===== src/rtl/bp_me_pkg.sv =====
// bp_me_pkg: memory-NoC header layout and depacketizer state encoding.
`ifndef BP_MEM_NOC_HDR_SLICE
`define BP_MEM_NOC_HDR_SLICE
`define BP_MEM_NOC_HDR_LEN(hdr, cw, lw) hdr[(cw)+(lw)-1:(cw)]
`endif

package bp_me_pkg;
  localparam int mem_noc_flit_width_p        = 64;
  localparam int mem_noc_cord_width_p        = 8;
  localparam int mem_noc_len_width_p         = 4;
  localparam int mem_noc_max_payload_flits_p = 8;

  typedef enum logic [1:0] {
    e_header = 2'd0,
    e_body   = 2'd1,
    e_drain  = 2'd2
  } bp_mem_noc_depkt_state_e;
endpackage


===== src/rtl/bsg_two_fifo.sv =====
// bsg_two_fifo: two-entry registered FIFO; input ready is held low during reset.
module bsg_two_fifo #(
    parameter int width_p = 64
) (
    input  logic               clk_i,
    input  logic               reset_i,
    input  logic               v_i,
    input  logic [width_p-1:0] data_i,
    output logic               ready_o,
    output logic               v_o,
    output logic [width_p-1:0] data_o,
    input  logic               yumi_i
);
    logic [width_p-1:0] mem_r [2];
    logic               rd_r, wr_r;
    logic [1:0]         cnt_r;
    logic               enq, deq;

    assign ready_o = reset_i & (cnt_r != 2'd2);
    assign v_o     = cnt_r != 2'd0;
    assign data_o  = mem_r[rd_r];
    assign enq     = v_i & ready_o;
    assign deq     = yumi_i & v_o;

    always_ff @(posedge clk_i) begin
        if (!reset_i) begin
            rd_r  <= 1'b0;
            wr_r  <= 1'b0;
            cnt_r <= 2'd0;
        end else begin
            rd_r  <= rd_r ^ deq;
            wr_r  <= wr_r ^ enq;
            cnt_r <= cnt_r + {1'b0, enq} - {1'b0, deq};
        end
    end

    always_ff @(posedge clk_i)
        if (enq) mem_r[wr_r] <= data_i;
endmodule


===== src/rtl/bp_mem_noc_depacketizer.sv =====
// bp_mem_noc_depacketizer: splits memory-NoC packets into a header beat and a payload stream, draining over-length packets.
module bp_mem_noc_depacketizer
  import bp_me_pkg::*;
#(
  parameter int flit_width_p        = mem_noc_flit_width_p,
  parameter int cord_width_p        = mem_noc_cord_width_p,
  parameter int len_width_p         = mem_noc_len_width_p,
  parameter int max_payload_flits_p = mem_noc_max_payload_flits_p
) (
  input  logic                    clk_i,
  input  logic                    reset_i,
  input  logic                    link_v_i,
  input  logic [flit_width_p-1:0] link_data_i,
  output logic                    link_ready_and_o,
  output logic                    hdr_v_o,
  output logic [flit_width_p-1:0] hdr_o,
  input  logic                    hdr_ready_and_i,
  output logic                    data_v_o,
  output logic [flit_width_p-1:0] data_o,
  output logic                    data_last_o,
  input  logic                    data_ready_and_i,
  output logic                    len_err_o
);
  localparam logic [len_width_p-1:0] cnt_one = len_width_p'(1);

  bp_mem_noc_depkt_state_e state_r, state_n;
  logic [len_width_p-1:0]  cnt_r, cnt_n, len;
  logic [flit_width_p-1:0] fifo_data;
  logic                    fifo_v, fifo_yumi;
  logic                    hdr_pop, hdr_load, len_bad, body_pop, drain_pop, hdr_start, step;

  bsg_two_fifo #(.width_p(flit_width_p)) fifo (
    .clk_i   (clk_i),
    .reset_i (reset_i),
    .v_i     (link_v_i),
    .data_i  (link_data_i),
    .ready_o (link_ready_and_o),
    .v_o     (fifo_v),
    .data_o  (fifo_data),
    .yumi_i  (fifo_yumi)
  );

  assign len         = `BP_MEM_NOC_HDR_LEN(fifo_data, cord_width_p, len_width_p);
  assign len_bad     = 32'(len) > max_payload_flits_p;
  assign hdr_pop     = (state_r == e_header) & fifo_v & (~hdr_v_o | hdr_ready_and_i);
  assign hdr_load    = hdr_pop & ~len_bad;
  assign data_v_o    = (state_r == e_body) & fifo_v;
  assign data_o      = fifo_data;
  assign data_last_o = (state_r == e_body) & (cnt_r == cnt_one);
  assign body_pop    = data_v_o & data_ready_and_i;
  assign drain_pop   = (state_r == e_drain) & fifo_v;
  assign fifo_yumi   = hdr_pop | body_pop | drain_pop;
  assign hdr_start   = hdr_pop & (len != '0);
  assign step        = body_pop | drain_pop;

  always_comb begin
    state_n = hdr_start ? (len_bad ? e_drain : e_body)
            : (step && cnt_r == cnt_one) ? e_header : state_r;
    cnt_n   = hdr_start ? len : step ? cnt_r - cnt_one : cnt_r;
  end

  always_ff @(posedge clk_i) begin
    if (!reset_i) begin
      state_r   <= e_header;
      cnt_r     <= '0;
      hdr_v_o   <= 1'b0;
      hdr_o     <= '0;
      len_err_o <= 1'b0;
    end else begin
      state_r   <= state_n;
      cnt_r     <= cnt_n;
      hdr_v_o   <= hdr_load | (hdr_v_o & ~hdr_ready_and_i);
      hdr_o     <= hdr_load ? fifo_data : hdr_o;
      len_err_o <= len_err_o | (hdr_pop & len_bad);
    end
  end
endmodule


===== config.mk =====
export PLATFORM = sky130hd
export DESIGN_NAME = bp_mem_noc_depacketizer
export DESIGN_NICKNAME = d
export VERILOG_FILES = /design/src/rtl/bp_me_pkg.sv /design/src/rtl/bsg_two_fifo.sv /design/src/rtl/bp_mem_noc_depacketizer.sv
export SDC_FILE = /design/constraint.sdc
export NUM_CORES = 1
export LEC_CHECK = 0
export BUFFER_PORTS_ARGS = -buffer_cell sky130_fd_sc_hd__clkbuf_2
export CORE_MARGIN = 4
export CORE_UTILIZATION = 55
export CTS_CLUSTER_DIAMETER = 60
export DETAILED_ROUTE_END_ITERATION = 16
export PLACE_DENSITY = 0.82
export REMOVE_ABC_BUFFERS = 1
export SLEW_MARGIN = 20
export SYNTH_ARGS = -nofsm -noshare
export SYNTH_HDL_FRONTEND = slang
export SYNTH_SLANG_ARGS = --single-unit
export TNS_END_PERCENT = 50

===== constraint.sdc =====
create_clock -name clk_i -period 4.25 [get_ports clk_i]
set_input_delay 0.2125 -clock clk_i [delete_from_list [all_inputs] [get_ports clk_i]]
set_output_delay 0.2125 -clock clk_i [all_outputs]
set_load 0.02 [all_outputs]

## Yosys cells after proc, flatten, opt, wreduce, memory -nomap -nowiden

Memory sizes are Yosys's and may differ from the RTL's. A register that Yosys moved wholly into a read port is not among the register bits.
Cells that the tools add are included.
W data, S select, Z words.

| operators by class | value |
|---|---|
| eq/ne operators | 4 |
| reductions and logical operators | 6 |
| shift operators | 0 |
| bitwise operators | 24 |
| div/mod/pow operators | 0 |
| multiply operators | 0 |
| add/sub/neg operators | 3 |
| mux-type cells | 8 |
| magnitude comparators | 1 |

Operators by type and width:

| kind | number |
|---|---|
| $and A1 B1 Y1 | 13 |
| $mux W4 | 2 |
| $mux W2 | 3 |
| $or A1 B1 Y1 | 6 |
| $reduce_bool A2 Y1 | 3 |
| $eq A4 B1 Y1 const B | 1 |
| $gt A4 B4 Y1 const B | 1 |
| $reduce_bool A4 Y1 | 1 |
| $sub A4 B1 Y4 const B | 1 |
| $mux W1 | 3 |
| $not A1 Y1 | 3 |
| $add A2 B1 Y2 | 1 |
| $eq A2 B1 Y1 const B | 1 |
| $eq A2 B2 Y1 const B | 1 |
| $logic_not A2 Y1 | 1 |
| $ne A2 B2 Y1 const B | 1 |
| $sub A2 B1 Y2 | 1 |
| $xor A1 B1 Y1 | 2 |
| $logic_and A1 B1 Y1 | 1 |

| word-level totals | value |
|---|---|
| flip-flop bits (word level) | 76 |
| bits in latches | 0 |
| input port bits | 69 |
| bits in writable memories | 128 |
| memories | 1 |
| output and inout bits | 133 |
| logic and storage cells | 55 |
| bits in read-only memories | 0 |

Memory list:

| name | depth | width | read ports | clocked after Yosys merged registers in | write ports | line | text |
|---|---|---|---|---|---|---|---|
| fifo.mem_r | 2 | 64 | 1 | 1 | 1 | bsg_two_fifo.sv:14 | `logic [width_p-1:0] mem_r [2];` |

## Longest topological paths before layout

Gate-level depths: netlist of run 1.

| logic depth | value |
|---|---|
| depth after elaboration | 8 |
| gate-level depth with buffers | 11 |
| mapped depth without buffers | 9 |

## Modules after synthesis

From an unflattened synthesis of run 1, not the netlist that was laid out.

| unflattened totals | value |
|---|---|
| cell total of the unflattened synthesis | 560 |
| area, all modules | 7902.6 um2 |

By module, submodules not included:

| module | area an instance (um2) | seq. area each (um2) | instances | cells each |
|---|---|---|---|---|
| bsg_two_fifo | 5193.7 | 3943.8 | 1 | 225 |
| bp_mem_noc_depacketizer | 2708.8 | 1441.4 | 1 | 335 |

## Least setup slack after synthesis of run 1

OpenSTA, ideal clock, no wires.

| timing | value |
|---|---|
| kind | register -> register |
| start | register fifo.cnt_r[0] |
| end | memory fifo.mem_r[1][0] (enable) |
| path buffers | 0 |
| setup slack | 1285 ps |
| required time | 3821 ps |
| period minus slack after synthesis | 2965 ps |
| data arrival time | 2536 ps |
| cell stages (with the launch flop) | 5 |
| cells stage by stage | dfxtp_1 > inv_1 > a21oi_1 > and2_1 > ha_1 |

| between the ends | value |
|---|---|
| cells in the longest elaborated chain, start to end | 5 |

RTL lines:

| item | line | text |
|---|---|---|
| start, declared | bsg_two_fifo.sv:16 | `logic [1:0] cnt_r;` |
| start signal, assigned | bsg_two_fifo.sv:33 | `cnt_r <= cnt_r + {1'b0, enq} - {1'b0, deq};` |
| $ne A2 B2 Y1 | bsg_two_fifo.sv:19 | `assign ready_o = reset_i & (cnt_r != 2'd2);` |
| $and A1 B1 Y1 | bsg_two_fifo.sv:19 |  |
| net link_ready_and_o | bp_mem_noc_depacketizer.sv:14 | `output logic link_ready_and_o,` |
| $and A1 B1 Y1 | bsg_two_fifo.sv:22 | `assign enq = v_i & ready_o;` |
| $mux W1 | bsg_two_fifo.sv:38 | `if (enq) mem_r[wr_r] <= data_i;` |
| $mux W1 (implied by the code) | bsg_two_fifo.sv:38 |  |
| end, declared | bsg_two_fifo.sv:14 |  |

The timed path passes the listed nets, and every way through them passes these cells.

==> reports/results.tsv, run 1 <==
metric	value	unit
r2r-end	hdr_o[41]$_SDFFE_PN0P_	
cts_buffers	21	
ys_ff_latch	205	
overflow	0	
htree_levels	1	
cp_max_fo	44	
min_to	len_err_o$_SDFF_PN0_	
die_area	0.01742	mm²
worstSetupPathType	register to register	
critPathLaunchType	register	
coreArea	0.01515	mm²
fmax	364.0	MHz
die_w	132	µm
async_flop_share	0	%
finalWirelength	20.76	mm
area_growth	28.82	%
cts.sinks	205	
via_per_inst	5.623	
worst_pin_slew	1.019	ns
drtPass1Iterations	4	
synth_edf_count	128	
vdd_ir_drop_max	0.0005452	V
num_vias	5814	
hold_start	reset_i	
post-route-drc-count	0	
hold_path.class	input port to register	
cts.path.max_buffers	3	
synth_top_flop_cell	edfxtp_1	
cts_tree	done	
clk_pin_slew	0.06	ns
clock_latency	0.49	ns
cp-end-kind	register	
grt_start_max_net_pins	74	
hold_violations	0	
reg2reg_depth	6	
grt_pass1_wl	32.98	mm
crit_required	4.60	ns
post-dp-hpwl	12.20	mm
die_h	132	µm
maxSlewViolCount	0	
maxSlewHeadroom	31.96	%
drtIter0Drc	306	
instances_no_fill	1034	
drtAntennaViolNets	0	
holdBufCountCts	64	
setup_viol	0	
drive_gt1_share	51.42	%
period_share	64.65	%
yosysWarnings	0	
syn_inst	579	
dpl.cell_count	933	
io_buffers	201	
rows	45	
fin_util	71.93	%
cts-root-buf	clkbuf_16	
reg2reg_slack	1.50	ns
wl_per_cell	20.08	µm
status	complete, no violations	
clock_skew	0.007614	ns
syn_area_per_cell	14.61	µm²
maxCapViolCount	0	
first_global_vias	6235	
diodes	0	
boundaryPins	202	
fin_nets	907	
arrival	3.10	ns
synth_area	0.008457	mm²
power_per_cell_area	690.0	mW/mm²
synth_cell_type_count	43	
leakage	4.004	nW
synth.yosys.seq_area_share	63.68	%
hold_path_depth	2	
period_minus_slack	2.747	ns
grt_usage	23.31	%
start_util	55.84	%
antenna_found_initial	0	
place.gp.congestion	0.8506	
grt_setup_unrepaired	no	
cts_setup_buffers	0	
post_cts_resized	0	
==> sequential cells by signal, summed over array words and instances (netlist names), named ones only <==
| name | count |
|---|---|
| cnt_r | 4 |
| fifo.cnt_r | 2 |
| fifo.mem_r | 128 |
| fifo.rd_r | 1 |
| fifo.wr_r | 1 |
| hdr_o | 64 |
| hdr_v_o | 1 |
| len_err_o | 1 |
| state_r | 2 |
==> stage by stage <==
stage               TNS (ns)  setup WS [ns]  power (mW)  hold slack [ns]  instance area (µm²)
floorplan             -28.38        -0.6662       4.688           0.3114                 8199
global placement           0          1.697       5.462           0.4013                 9535
detailed placement         0          1.589       5.571           0.4047                 9535
CTS                        0          1.552       7.519          0.04066                10890
global route               0          1.338       7.881          0.04946                10890
finish                     0          1.503       7.517          0.06463                10890
==> final cells by class <==
class	count	area, µm²
sequential	205	5389
fill	980	4252
multi-input combinational	322	2801
timing repair buffer	272	1712
clock buffer	27	588.1
tap	188	235.2
clock inverter	10	130.1
inverter	10	38.79
==> cell usage in the layout (no fill, tap or decap), types with 3 or more instances in the layout <==
| cell | count |
|---|---|
| nor2b_1 | 3 |
| a21oi_1 | 68 |
| o21ai_0 | 4 |
| buf_4 | 6 |
| edfxtp_1 | 128 |
| clkbuf_8 | 4 |
| nor3_1 | 7 |
| a211oi_1 | 3 |
| dlygate4sd3_1 | 64 |
| nand3_1 | 3 |
| clkbuf_16 | 21 |
| dfxtp_1 | 76 |
| nor3_2 | 119 |
| ha_1 | 4 |
| inv_1 | 8 |
| bufinv_16 | 3 |
| nor2_1 | 11 |
| mux2_2 | 62 |
| clkinv_2 | 6 |
| nand2_1 | 4 |
| clkbuf_2 | 201 |
==> critical path, cell delays in order, from the launching register on <==
cell	delay, ns
dfxtp_4	0.52
mux2i_1	0.24
inv_2	0.18
nand3_2	0.79
buf_4	0.54
a21oi_1	0.26
nor3_2	0.07
==> worst max path at each step <==
stage                         from                      to
final                     register  hdr_o[41]$_SDFFE_PN0P_
after global routing      register  hdr_o[41]$_SDFFE_PN0P_
after CTS                 register  hdr_o[38]$_SDFFE_PN0P_
after detailed placement  register  hdr_o[38]$_SDFFE_PN0P_
after global placement    register  hdr_o[21]$_SDFFE_PN0P_
after floorplan           register   hdr_o[8]$_SDFFE_PN0P_
==> where the power goes <==
| part | switching [mW] | internal, mW |
|---|---|---|
| clock | 0.743 | 1.16 |
| sequential | 0.230 | 2.49 |
| combinational | 1.91 | 0.991 |
| total | 2.88 | 4.64 |
==> cells by family (layout without fill, tap and decap cells) <==
logic type,count (synthesis),after routing,share of synthesized area (%)
AOI/OAI and AO/OA,90,90,5.977
xor gates and xnor gates,2,2,0.2072
adders and majority gates,6,6,0.8877
buffers and inverters,52,319,3.492
DFF,205,205,63.68
muxes,64,64,8.492
and+or+nand+nor,160,160,17.27
==> cells in the mapped netlist, types with 4 or more instances <==
master / instances / area, µm²
a21oi_1: 68 / 340.3
ha_1: 6 / 75.07
dfxtp_1: 77 / 1541
inv_1: 8 / 30.03
o21ai_0: 4 / 20.02
nor3_1: 7 / 35.03
buf_2: 20 / 100.1
mux2_2: 62 / 698.2
nand2_1: 4 / 15.01
clkbuf_1: 11 / 41.29
buf_6: 10 / 112.6
edfxtp_1: 128 / 3844
nor3_2: 119 / 1191
nor2_1: 11 / 41.29
==> metal layers <==
layer	wire [µm]	up-vias	GRT usage, %
met4	454	0	5.834
met2	10700	227	41.53
met3	1503	40	6.718
li1	-	2673	-
met1	8108	2874	27.85
met5	0	-	0
Power figures use the tool's default switching activity.
==> run 2, diff against run 1 <==
--- a/config.mk
+++ b/config.mk
@@ -7,10 +7,10 @@
 export LEC_CHECK = 0
 export BUFFER_PORTS_ARGS = -buffer_cell sky130_fd_sc_hd__clkbuf_2
 export CORE_MARGIN = 4
-export CORE_UTILIZATION = 55
+export CORE_UTILIZATION = 48
 export CTS_CLUSTER_DIAMETER = 60
 export DETAILED_ROUTE_END_ITERATION = 16
-export PLACE_DENSITY = 0.82
+export PLACE_DENSITY = 0.76
 export REMOVE_ABC_BUFFERS = 1
 export SLEW_MARGIN = 20
 export SYNTH_ARGS = -nofsm -noshare
==> constraint.sdc (replaced) <==
create_clock -name clk_i -period 2.4 [get_ports clk_i]
set_input_delay 0.12 -clock clk_i [delete_from_list [all_inputs] [get_ports clk_i]]
set_output_delay 0.12 -clock clk_i [all_outputs]
set_load 0.02 [all_outputs]
==> run 2 against run 1 <==
Routed wire length fell by 0.85%. Via count rose by 1.1%. Power rose by 75%. Largest power group unchanged. Global-route usage fell by 3.0 points. Highest routed layer unchanged. Largest cell class unchanged. Count of clock-buffer cells in the layout rose by 1. Hold slack got worse by 0.033 ns. Sequential power rose by 75%. Clock power rose by 66%.
==> reports/results.tsv, run 2 (same netlist as run 1, synthesis figures left out) <==
metric	value	unit
die_h	140.7	µm
period_minus_slack	2.096	ns
instances_no_fill	1080	
first_global_vias	6374	
dpl.cell_count	976	
arrival	1.98	ns
hold_ws	0.03160	ns
area_growth	29.90	%
largest_reg_flops	128	
post-dp-hpwl	12.75	mm
start_util	48.89	%
reg2reg_slack	0.32	ns
setup_viol	0	
fin_util	63.51	%
drive_gt1_share	50.76	%
die_area	0.01981	mm²
min_to	hdr_v_o$_SDFF_PN0_	
cts.path.max_buffers	3	
place.gp.congestion	0.8404	
worst_pin_slew	0.8623	ns
worstSetupPathType	register to primary output	
boundaryPins	202	
grt_usage	20.34	%
maxCapViolCount	0	
critPathLaunchType	register	
reg2reg_depth	5	
clk_pin_slew	0.06	ns
status	complete, no violations	
rows	48	
maxSlewHeadroom	42.51	%
finalWorstSetupSlack	0.3037	ns
cp_max_fo	29	
diodes	0	
seq_area	0.005389	mm²
antenna_found_initial	0	
wl_per_cell	19.06	µm
cts_buffers	22	
drtAntennaViolNets	0	
overflow	0	
grt_pass1_wl	32.91	mm
drtPass1Iterations	4	
grt_setup_unrepaired	no	
top_regs	fifo.mem_r (128), hdr_o (64), cnt_r (4)	
cts.sinks	205	
hold_path_depth	3	
finalSetupTns	0	ns
leakage	4.028	nW
fmax	477.0	MHz
cts-root-buf	clkbuf_16	
grt_start_max_net_pins	73	
crit_required	2.28	ns
drtIter0Drc	271	
final_cell_mix	clkbuf_2 (201), edfxtp_1 (128), nor3_2 (119), dfxtp_1 (76), a21oi_1 (68)	
post-route-drc-count	0	
fin_nets	915	
power_per_cell_area	1196	mW/mm²
finalWirelength	20.59	mm
cts_tree	done	
place_ws	0.3422	ns
period_share	87.34	%
multiInputGateArea	0.002801	mm²
htree_levels	1	
cts_setup_buffers	0	
coreArea	0.01730	mm²
hold_start	hdr_ready_and_i	
num_vias	5880	
clock_skew	0.02260	ns
cp-end-kind	primary output	
vdd_ir_drop_max	0.001362	V
hold_path.class	input port to register	
via_per_inst	5.444	
maxSlewViolCount	0	
top_register	fifo.mem_r	
io_buffers	201	
r2r-end	hdr_o[62]$_SDFFE_PN0P_	
final_common_cell	clkbuf_2	
fill_cells	1277	
clock_latency	0.49	ns
hold_violations	0	
die_w	140.7	µm
reg2reg_from	fifo.cnt_r[1]$_SDFF_PN0_	
==> run 2: how the worst max path moves through the flow <==
stage / startpoint / slack [ns] / end
final: register / 0.30 / data_o[28]
after global routing: fifo.cnt_r[1]$_SDFF_PN0_ / 0.20 / hdr_o[62]$_SDFFE_PN0P_
after CTS: register / 0.28 / data_o[28]
after detailed placement: fifo.cnt_r[1]$_SDFF_PN0_ / 0.34 / fifo.cnt_r[1]$_SDFF_PN0_
after global placement: hdr_v_o$_SDFF_PN0_ / 0.39 / fifo.cnt_r[1]$_SDFF_PN0_
after floorplan: register / -2.52 / hdr_o[8]$_SDFFE_PN0P_
==> run 2: final cells by class <==
class	instances	area share, %
Clock buffer	28	5.410
Clock inverter	11	0.6606
Inverter	10	0.3531
Multi-Input combinational cell	322	25.50
Sequential cell	205	49.05
Tap cell	225	2.563
Timing Repair Buffer	279	16.46
==> run 2: through the flow <==
stage	instance area, µm²	total power [mW]
after floorplan	8199	8.301
after global placement	9664	9.763
after detailed placement	9664	9.928
after CTS	10980	13.17
after global routing	10990	13.82
final	10990	13.14
==> run 2: repair_timing <==
item,CTS,global route
hold endpoints to repair,133,0
setup endpoints to repair,0,0
hold buffers,65,0
gates resized for setup,0,0
==> run 2: report_power, final <==
group | total [mW] | switching (mW) | internal [mW]
Sequential | 4.76 | 0.363 | 4.40
Clock | 3.15 | 1.30 | 1.85
Combinational | 5.23 | 3.42 | 1.81
Total | 13.1 | 5.08 | 8.06
==> run 2: routing by layer <==
layer  routed length (µm)  track usage, %
met2                10790           36.16
met4                  309           5.303
met5                    0               0
met3                 1322           4.138
met1                 8162           25.36
==> run 2: worst max-delay path, cell delays in order, from the launching register on <==
cell and delay [ns]:
dfxtp_4 0.44, buf_4 0.41, mux2_2 0.44, clkbuf_2 0.17
